<file path="config.mk">
export PLATFORM = sky130hd
export DESIGN_NAME = tx_frame_sched_flat
export DESIGN_NICKNAME = d
export VERILOG_FILES = /design/src/rtl/tx_sched_if.sv /design/src/rtl/tx_frame_sched.sv /design/src/flat_wrapper.sv
export SDC_FILE = /design/constraint.sdc
export NUM_CORES = 1
export LEC_CHECK = 0
export ABC_AREA = 1
export CAP_MARGIN = 0
export CORE_MARGIN = 2
export CORE_UTILIZATION = 50
export CTS_CLUSTER_DIAMETER = 80
export DETAILED_ROUTE_END_ITERATION = 8
export PLACE_DENSITY = 0.8
export SYNTH_ARGS = -nofsm -noshare
export SYNTH_HDL_FRONTEND = slang
export SYNTH_SLANG_ARGS = --single-unit
</file>
<file path="constraint.sdc">
create_clock -name clk156 -period 2.2 [get_ports clk156]
set_clock_uncertainty 0.05 [all_clocks]
set_input_delay 0.33 -clock clk156 [delete_from_list [all_inputs] [get_ports clk156]]
set_output_delay 0.33 -clock clk156 [all_outputs]
set_load 0.01 [all_outputs]
</file>
<file path="src/rtl/tx_sched_if.sv">
// Queue-side and tx_cgmii-side signals of the TX frame scheduler.
// master = scheduler, slave = queue FIFOs / tx_cgmii datapath.
interface tx_sched_if;
  logic        q0_req;
  logic        q1_req;
  logic [15:0] q0_len;
  logic [15:0] q1_len;
  logic [1:0]  q_grant;
  logic        fifo_rd;
  logic        rts;
  logic        tx_dvld;
  logic [1:0]  q_done;
  logic [15:0] pkt_len;
  logic        len_err;
  logic        busy;

  modport master (
    input  q0_req, q1_req, q0_len, q1_len,
    output q_grant, fifo_rd, rts, tx_dvld, q_done, pkt_len, len_err, busy
  );

  modport slave (
    output q0_req, q1_req, q0_len, q1_len,
    input  q_grant, fifo_rd, rts, tx_dvld, q_done, pkt_len, len_err, busy
  );
endinterface

</file>
<file path="src/rtl/tx_frame_sched.sv">
// Round-robin two-queue TX frame scheduler with speed-mode beat pacing, IPG and bad-length drop.
// Optional per-queue/drop statistics counters are compiled in with TX_SCHED_STATS_EN.
module tx_frame_sched #(
  parameter int IPG_BEATS = 1,
  parameter int MIN_BYTES = 64,
  parameter int MAX_BYTES = 9600
) (
  input  logic        clk156,
  input  logic        rst,
  input  logic        mode_100G,
  input  logic        mode_50G,
  input  logic        mode_40G,
  input  logic        mode_25G,
  input  logic        sched_en,
`ifdef TX_SCHED_STATS_EN
  input  logic        stats_clr,
  output logic [31:0] q0_frm_cnt,
  output logic [31:0] q1_frm_cnt,
  output logic [31:0] drop_cnt,
`endif
  tx_sched_if.master  bus
);

  typedef enum logic [2:0] {IDLE, ARB, START, DATA, DROP, DONE, GAP} state_t;

  localparam logic [15:0] MIN_L = 16'(MIN_BYTES);
  localparam logic [15:0] MAX_L = 16'(MAX_BYTES);
  localparam logic [5:0]  IPG_L = 6'(IPG_BEATS);

  state_t      state;
  logic        last_q1;   // queue served last; reset value lets q0 win the first tie
  logic        owner;
  logic [11:0] nb;
  logic [1:0]  pm1;       // beat period minus one, frozen for the whole frame
  logic [1:0]  phase;
  logic [5:0]  gap_cnt;

  logic        pick_q1;
  logic [15:0] sel_len;
  logic [11:0] nb_init;
  logic [1:0]  mode_pm1;
  logic [5:0]  gap_len;
  logic        len_ok;

  always_comb begin
    pick_q1 = bus.q1_req && (!bus.q0_req || !last_q1);
    sel_len = pick_q1 ? bus.q1_len : bus.q0_len;
    nb_init = 12'((17'(sel_len) + 17'd31) >> 5);
    len_ok  = (bus.pkt_len >= MIN_L) && (bus.pkt_len <= MAX_L);

    mode_pm1 = 2'd3;
    if (mode_100G)                 mode_pm1 = 2'd0;
    else if (mode_50G || mode_40G) mode_pm1 = 2'd1;
    else if (mode_25G)             mode_pm1 = 2'd3;

    case (pm1)
      2'd1:    gap_len = IPG_L << 1;
      2'd3:    gap_len = IPG_L << 2;
      default: gap_len = IPG_L;
    endcase
  end

  always_ff @(posedge clk156) begin
    if (rst) begin
      state       <= IDLE;
      last_q1     <= 1'b1;
      owner       <= 1'b0;
      nb          <= '0;
      pm1         <= '0;
      phase       <= '0;
      gap_cnt     <= '0;
      bus.q_grant <= '0;
      bus.fifo_rd <= 1'b0;
      bus.rts     <= 1'b0;
      bus.tx_dvld <= 1'b0;
      bus.q_done  <= '0;
      bus.pkt_len <= '0;
      bus.len_err <= 1'b0;
      bus.busy    <= 1'b0;
    end else begin
      // NOTE: pulse outputs default low here and are raised below only in the cycle they belong to.
      bus.rts     <= 1'b0;
      bus.q_done  <= '0;
      bus.len_err <= 1'b0;

      case (state)
        IDLE: begin
          if (sched_en && (bus.q0_req || bus.q1_req)) begin
            owner       <= pick_q1;
            last_q1     <= pick_q1;
            bus.q_grant <= pick_q1 ? 2'b10 : 2'b01;
            bus.pkt_len <= sel_len;
            nb          <= nb_init;
            bus.busy    <= 1'b1;
            state       <= ARB;
          end
        end

        ARB: begin
          pm1   <= mode_pm1;
          phase <= '0;
          if (len_ok) begin
            bus.rts <= 1'b1;
            state   <= START;
          end else begin
            bus.len_err <= 1'b1;
            bus.fifo_rd <= (nb != 12'd0);
            state       <= DROP;
          end
        end

        START: begin
          bus.fifo_rd <= 1'b1;
          bus.tx_dvld <= 1'b1;
          state       <= DATA;
        end

        DATA: begin
          if (bus.fifo_rd) nb <= nb - 12'd1;
          if (bus.fifo_rd && nb == 12'd1) begin
            bus.fifo_rd <= 1'b0;
            bus.tx_dvld <= 1'b0;
            bus.q_grant <= '0;
            bus.q_done  <= owner ? 2'b10 : 2'b01;
            state       <= DONE;
          end else if (phase == pm1) begin
            bus.fifo_rd <= 1'b1;
            bus.tx_dvld <= 1'b1;
            phase       <= '0;
          end else begin
            bus.fifo_rd <= 1'b0;
            bus.tx_dvld <= 1'b0;
            phase       <= phase + 2'd1;
          end
        end

        DROP: begin
          if (bus.fifo_rd && nb != 12'd1) begin
            nb <= nb - 12'd1;
          end else begin
            bus.fifo_rd <= 1'b0;
            bus.q_grant <= '0;
            bus.q_done  <= owner ? 2'b10 : 2'b01;
            state       <= DONE;
          end
        end

        DONE: begin
          if (IPG_BEATS == 0) begin
            bus.busy <= 1'b0;
            state    <= IDLE;
          end else begin
            gap_cnt <= gap_len - 6'd1;
            state   <= GAP;
          end
        end

        GAP: begin
          if (gap_cnt == 6'd0) begin
            bus.busy <= 1'b0;
            state    <= IDLE;
          end else begin
            gap_cnt <= gap_cnt - 6'd1;
          end
        end

        default: state <= IDLE;
      endcase
    end
  end

`ifdef TX_SCHED_STATS_EN
  logic drop_pend;  // marks the frame in flight as dropped until its q_done

  always_ff @(posedge clk156) begin
    if (rst) begin
      drop_pend <= 1'b0;
    end else if (bus.len_err) begin
      drop_pend <= 1'b1;
    end else if (|bus.q_done) begin
      drop_pend <= 1'b0;
    end
  end

  always_ff @(posedge clk156) begin
    if (rst || stats_clr) begin
      q0_frm_cnt <= '0;
      q1_frm_cnt <= '0;
      drop_cnt   <= '0;
    end else begin
      if (bus.q_done[0] && !drop_pend) q0_frm_cnt <= q0_frm_cnt + 32'd1;
      if (bus.q_done[1] && !drop_pend) q1_frm_cnt <= q1_frm_cnt + 32'd1;
      if (bus.len_err)                 drop_cnt   <= drop_cnt + 32'd1;
    end
  end
`endif

endmodule
</file>
<file path="src/flat_wrapper.sv">
// flat-port wrapper written by rule: the top's interface ports become plain ports
module tx_frame_sched_flat 
#(
  parameter int IPG_BEATS = 1,
  parameter int MIN_BYTES = 64,
  parameter int MAX_BYTES = 9600
)
  (clk156, rst, mode_100G, mode_50G, mode_40G, mode_25G, sched_en, bus_q0_req, bus_q1_req, bus_q0_len, bus_q1_len, bus_q_grant, bus_fifo_rd, bus_rts, bus_tx_dvld, bus_q_done, bus_pkt_len, bus_len_err, bus_busy);
  tx_sched_if bus_i ();
  input  logic clk156;
  input  logic rst;
  input  logic mode_100G;
  input  logic mode_50G;
  input  logic mode_40G;
  input  logic mode_25G;
  input  logic sched_en;
  input wire logic [$bits(bus_i.q0_req)-1:0] bus_q0_req;
  input wire logic [$bits(bus_i.q1_req)-1:0] bus_q1_req;
  input wire logic [$bits(bus_i.q0_len)-1:0] bus_q0_len;
  input wire logic [$bits(bus_i.q1_len)-1:0] bus_q1_len;
  output wire logic [$bits(bus_i.q_grant)-1:0] bus_q_grant;
  output wire logic [$bits(bus_i.fifo_rd)-1:0] bus_fifo_rd;
  output wire logic [$bits(bus_i.rts)-1:0] bus_rts;
  output wire logic [$bits(bus_i.tx_dvld)-1:0] bus_tx_dvld;
  output wire logic [$bits(bus_i.q_done)-1:0] bus_q_done;
  output wire logic [$bits(bus_i.pkt_len)-1:0] bus_pkt_len;
  output wire logic [$bits(bus_i.len_err)-1:0] bus_len_err;
  output wire logic [$bits(bus_i.busy)-1:0] bus_busy;
  assign bus_i.q0_req = bus_q0_req;
  assign bus_i.q1_req = bus_q1_req;
  assign bus_i.q0_len = bus_q0_len;
  assign bus_i.q1_len = bus_q1_len;
  assign bus_q_grant = bus_i.q_grant;
  assign bus_fifo_rd = bus_i.fifo_rd;
  assign bus_rts = bus_i.rts;
  assign bus_tx_dvld = bus_i.tx_dvld;
  assign bus_q_done = bus_i.q_done;
  assign bus_pkt_len = bus_i.pkt_len;
  assign bus_len_err = bus_i.len_err;
  assign bus_busy = bus_i.busy;
  tx_frame_sched #(.IPG_BEATS(IPG_BEATS), .MIN_BYTES(MIN_BYTES), .MAX_BYTES(MAX_BYTES)) u_core (.clk156(clk156), .rst(rst), .mode_100G(mode_100G), .mode_50G(mode_50G), .mode_40G(mode_40G), .mode_25G(mode_25G), .sched_en(sched_en), .bus(bus_i));
endmodule
</file>
==> results.json <==
{
  "yosysUniqueCellTypes": 39,
  "async_flop_share": 0,
  "routed_wl_um": 8320,
  "netlist_instances": 503,
  "slew_headroom": 0.751,
  "clk_pin_slew_worst_paths_ns": 0.09,
  "tns_ns": 0,
  "holdBufCountCts": 0,
  "htree_levels": 2,
  "postCtsSetupRepairBufs": 0,
  "worstMarginPinSlew_ns": 0.371,
  "synth_mux_area_frac": 0,
  "crit_type": "in -> reg",
  "grt_antenna_before_repair": 0,
  "seq_power_share": 0.332,
  "synthTopCellsByCount": "nand2_1 (113), inv_1 (59), dfxtp_1 (52)",
  "yosysTopAreaCell": "dfxtp_1",
  "fp.dieW_um": 85.2,
  "numClockSinks": 52,
  "crit_chain": "clkdlybuf4s50_1 -> nand2_4 -> inv_2 -> nand2_1 -> nand2_1 -> nand2_1 -> inv_1 -> nand2_1 -> nor2_4 -> nand2_1 -> nand2_1 -> nand3_1 -> a21oi_2",
  "cp.arrival_ns": 2.10,
  "synth_fp_nets": 548,
  "nNetsFinal": 626,
  "p_comb_frac": 0.545,
  "internal_power_mw": 2.48,
  "drc": 0,
  "endpoint_kind": "flop",
  "synthAdderAreaFrac": 0.0152,
  "cp_slowest_cell": "clkdlybuf4s50_1",
  "grt.overflow.total": 0,
  "port_buffers": 64,
  "clk_latency_ns": 0.31,
  "setup_viol": 0,
  "power_frac_clock": 0.123,
  "synth_area_leaders": "dfxtp_1 (32%), nand2_1 (13%), a21oi_1 (7.0%)",
  "power_mw": 4.57,
  "synth_top_area_share": 0.316,
  "place.gp.congestion": 0.864,
  "status": "completed",
  "grt_pass1_vias": 3189,
  "synth.most_common_cell": "nand2_1",
  "startpoint_type": "input pin",
  "final_util": 0.660,
  "dieArea_um2": 7250,
  "cts_resized": 0,
  "coreArea_um2": 6350,
  "drtPass1Iterations": 4,
  "ctsLongestPathBuffers": 2,
  "numCtsBuffers": 5,
  "synthXorXnorAreaFrac": 0.0106,
  "slowest_delay_ns": 0.57,
  "slew_violations": 0,
  "dpl.cell_count": 651,
  "io_pins": 66,
  "maxCapViolCount": 0,
  "crit_top_cell": "nand2_1",
  "syn-cell-area_um2": 3290,
  "stdcell_count": 659,
  "yosysWarningCount": 0,
  "antenna_cells": 0,
  "critPathRequiredTime_ns": 2.39,
  "power_density_nw_per_um2": 1090,
  "grt_max_degree": 37,
  "rows": 29,
  "die_h_um": 85.2,
  "crit_fanout": 14,
  "drive_above_1_share": 0.149,
  "dr.first_iter.drc_count": 168,
  "hold_ws_ns": 0.392,
  "ant_nets": 0,
  "hold_violations": 0,
  "vdd_drop_max_mv": 0.582,
  "synth_top_family_by_area": "simple AND/OR/NAND/NOR gates",
  "vias_per_cell": 5.08,
  "synth_enable_flop_cells": 0,
  "finalCritPeriodShare": 0.865,
  "cts_tree": "built",
  "wl_per_cell_um": 12.6,
  "area_delta_synth_final_pct": 27.4,
  "root_buffer": "clkbuf_8",
  "fmax_mhz": 525,
  "synth_compound_area_frac": 0.189,
  "ys.flop_type": "dfxtp_1",
  "regToRegSetupSlack_ns": 0.39,
  "start_util": 0.519,
  "ys_seq_area_frac": 0.316,
  "track_usage": 0.239,
  "rsz0062_at_grt": "no",
  "dp_hpwl_um": 6430,
  "grt_pass1_wl_um": 14300,
  "finalCriticalPeriod_ns": 1.90,
  "synth.avg_cell_area_um2": 6.55,
  "synth_seq_cells": 52,
  "p_leak_nw": 1.90,
  "hold_path.class": "reg -> reg",
  "switching_share": 0.458,
  "p_sw_mw": 2.09,
  "synthSimpleGateAreaFrac": 0.362,
  "vias": 3349
}
-- routing by layer --
| layer | up-vias | wire length (um) | share of wire | track usage |
|---|---|---|---|---|
| met3 | 4 | 528 | 0.063 | 0.0477 |
| met5 | - | 0 | 0 | 0 |
| met2 | 96 | 4090 | 0.49 | 0.414 |
| met1 | 1474 | 3650 | 0.44 | 0.308 |
| li1 | 1775 | - | - | - |
| met4 | 0 | 49 | 0.0059 | 0.0491 |
-- logic make-up (layout without fill, tap and decap cells) --
family	count (synthesis)	count (layout)
simple gates	249	249
compound gates	111	111
buf+inv	83	162
flops	52	52
fa+ha+maj	4	4
xor+xnor	4	4
-- power by group through the flow --
stage	registers [mW]	logic, mW	clock network (mW)
3_3_place_gp	1.51	2.41	0
2_1_floorplan	1.52	1.67	0
3_5_place_dp	1.52	2.46	0
4_1_cts	1.51	2.48	0.575
6_report	1.52	2.49	0.562
5_1_grt	1.55	2.80	0.615
-- cell usage in the layout, fill, tap and decap left out, types with 5 or more instances in the layout --
cell type	n
clkbuf_8	5
a21oi_1	46
clkdlybuf4s50_1	64
inv_1	59
nor2_1	48
nand2_2	14
o21ai_0	37
dfxtp_1	52
buf_4	19
inv_2	11
nand2_1	113
nor3_1	6
nand3_1	32
nor2_4	7
nand2_4	5
o21ai_1	13
-- critical path: cells and delay by family --
kind	cells	cell delay (ns)
compound gates	1	0.11
buf+inv	3	0.87
simple gates	9	0.77
-- state kept, by name, indices dropped and copies added (netlist names), 2 cells and up --
| signal | cells |
|---|---|
| u_core.bus.pkt_len | 16 |
| u_core.nb | 12 |
| u_core.gap_cnt | 6 |
| u_core.state | 3 |
| u_core.bus.q_done | 2 |
| u_core.bus.q_grant | 2 |
| u_core.phase | 2 |
| u_core.pm1 | 2 |
-- final cells by class --
class | instances | area (um^2)
clock buffer | 5 | 68.8
clock inverter | 3 | 22.5
fill | 556 | 2160
inverter | 70 | 263
multi-input combinational | 368 | 1900
sequential | 52 | 1040
tap | 77 | 96.3
timing repair buffer | 84 | 803
-- worst paths after layout --
path | cells after the start | startpoint | endpoint
max | 13 | bus_q1_req | u_core.nb[10]$_SDFFE_PP0P_
min | 1 | u_core.owner$_SDFFE_PP0P_ | u_core.bus.q_done[0]$_SDFF_PP0_
max reg2reg | 11 | u_core.state[0]$_SDFFE_PP0P_ | u_core.nb[5]$_SDFFE_PP0P_
min reg2reg | 1 | u_core.owner$_SDFFE_PP0P_ | u_core.bus.q_done[0]$_SDFF_PP0_
-- metrics by stage --
stage / setup slack (ns) / area, um^2
after floorplan: 0.541 / 3290
after global placement: 0.0352 / 4100
after detailed placement: -0.0188 / 4100
after CTS: 0.301 / 4190
after global routing: 0.137 / 4190
final: 0.297 / 4190
No activity file was read; power rests on OpenSTA's default activity.
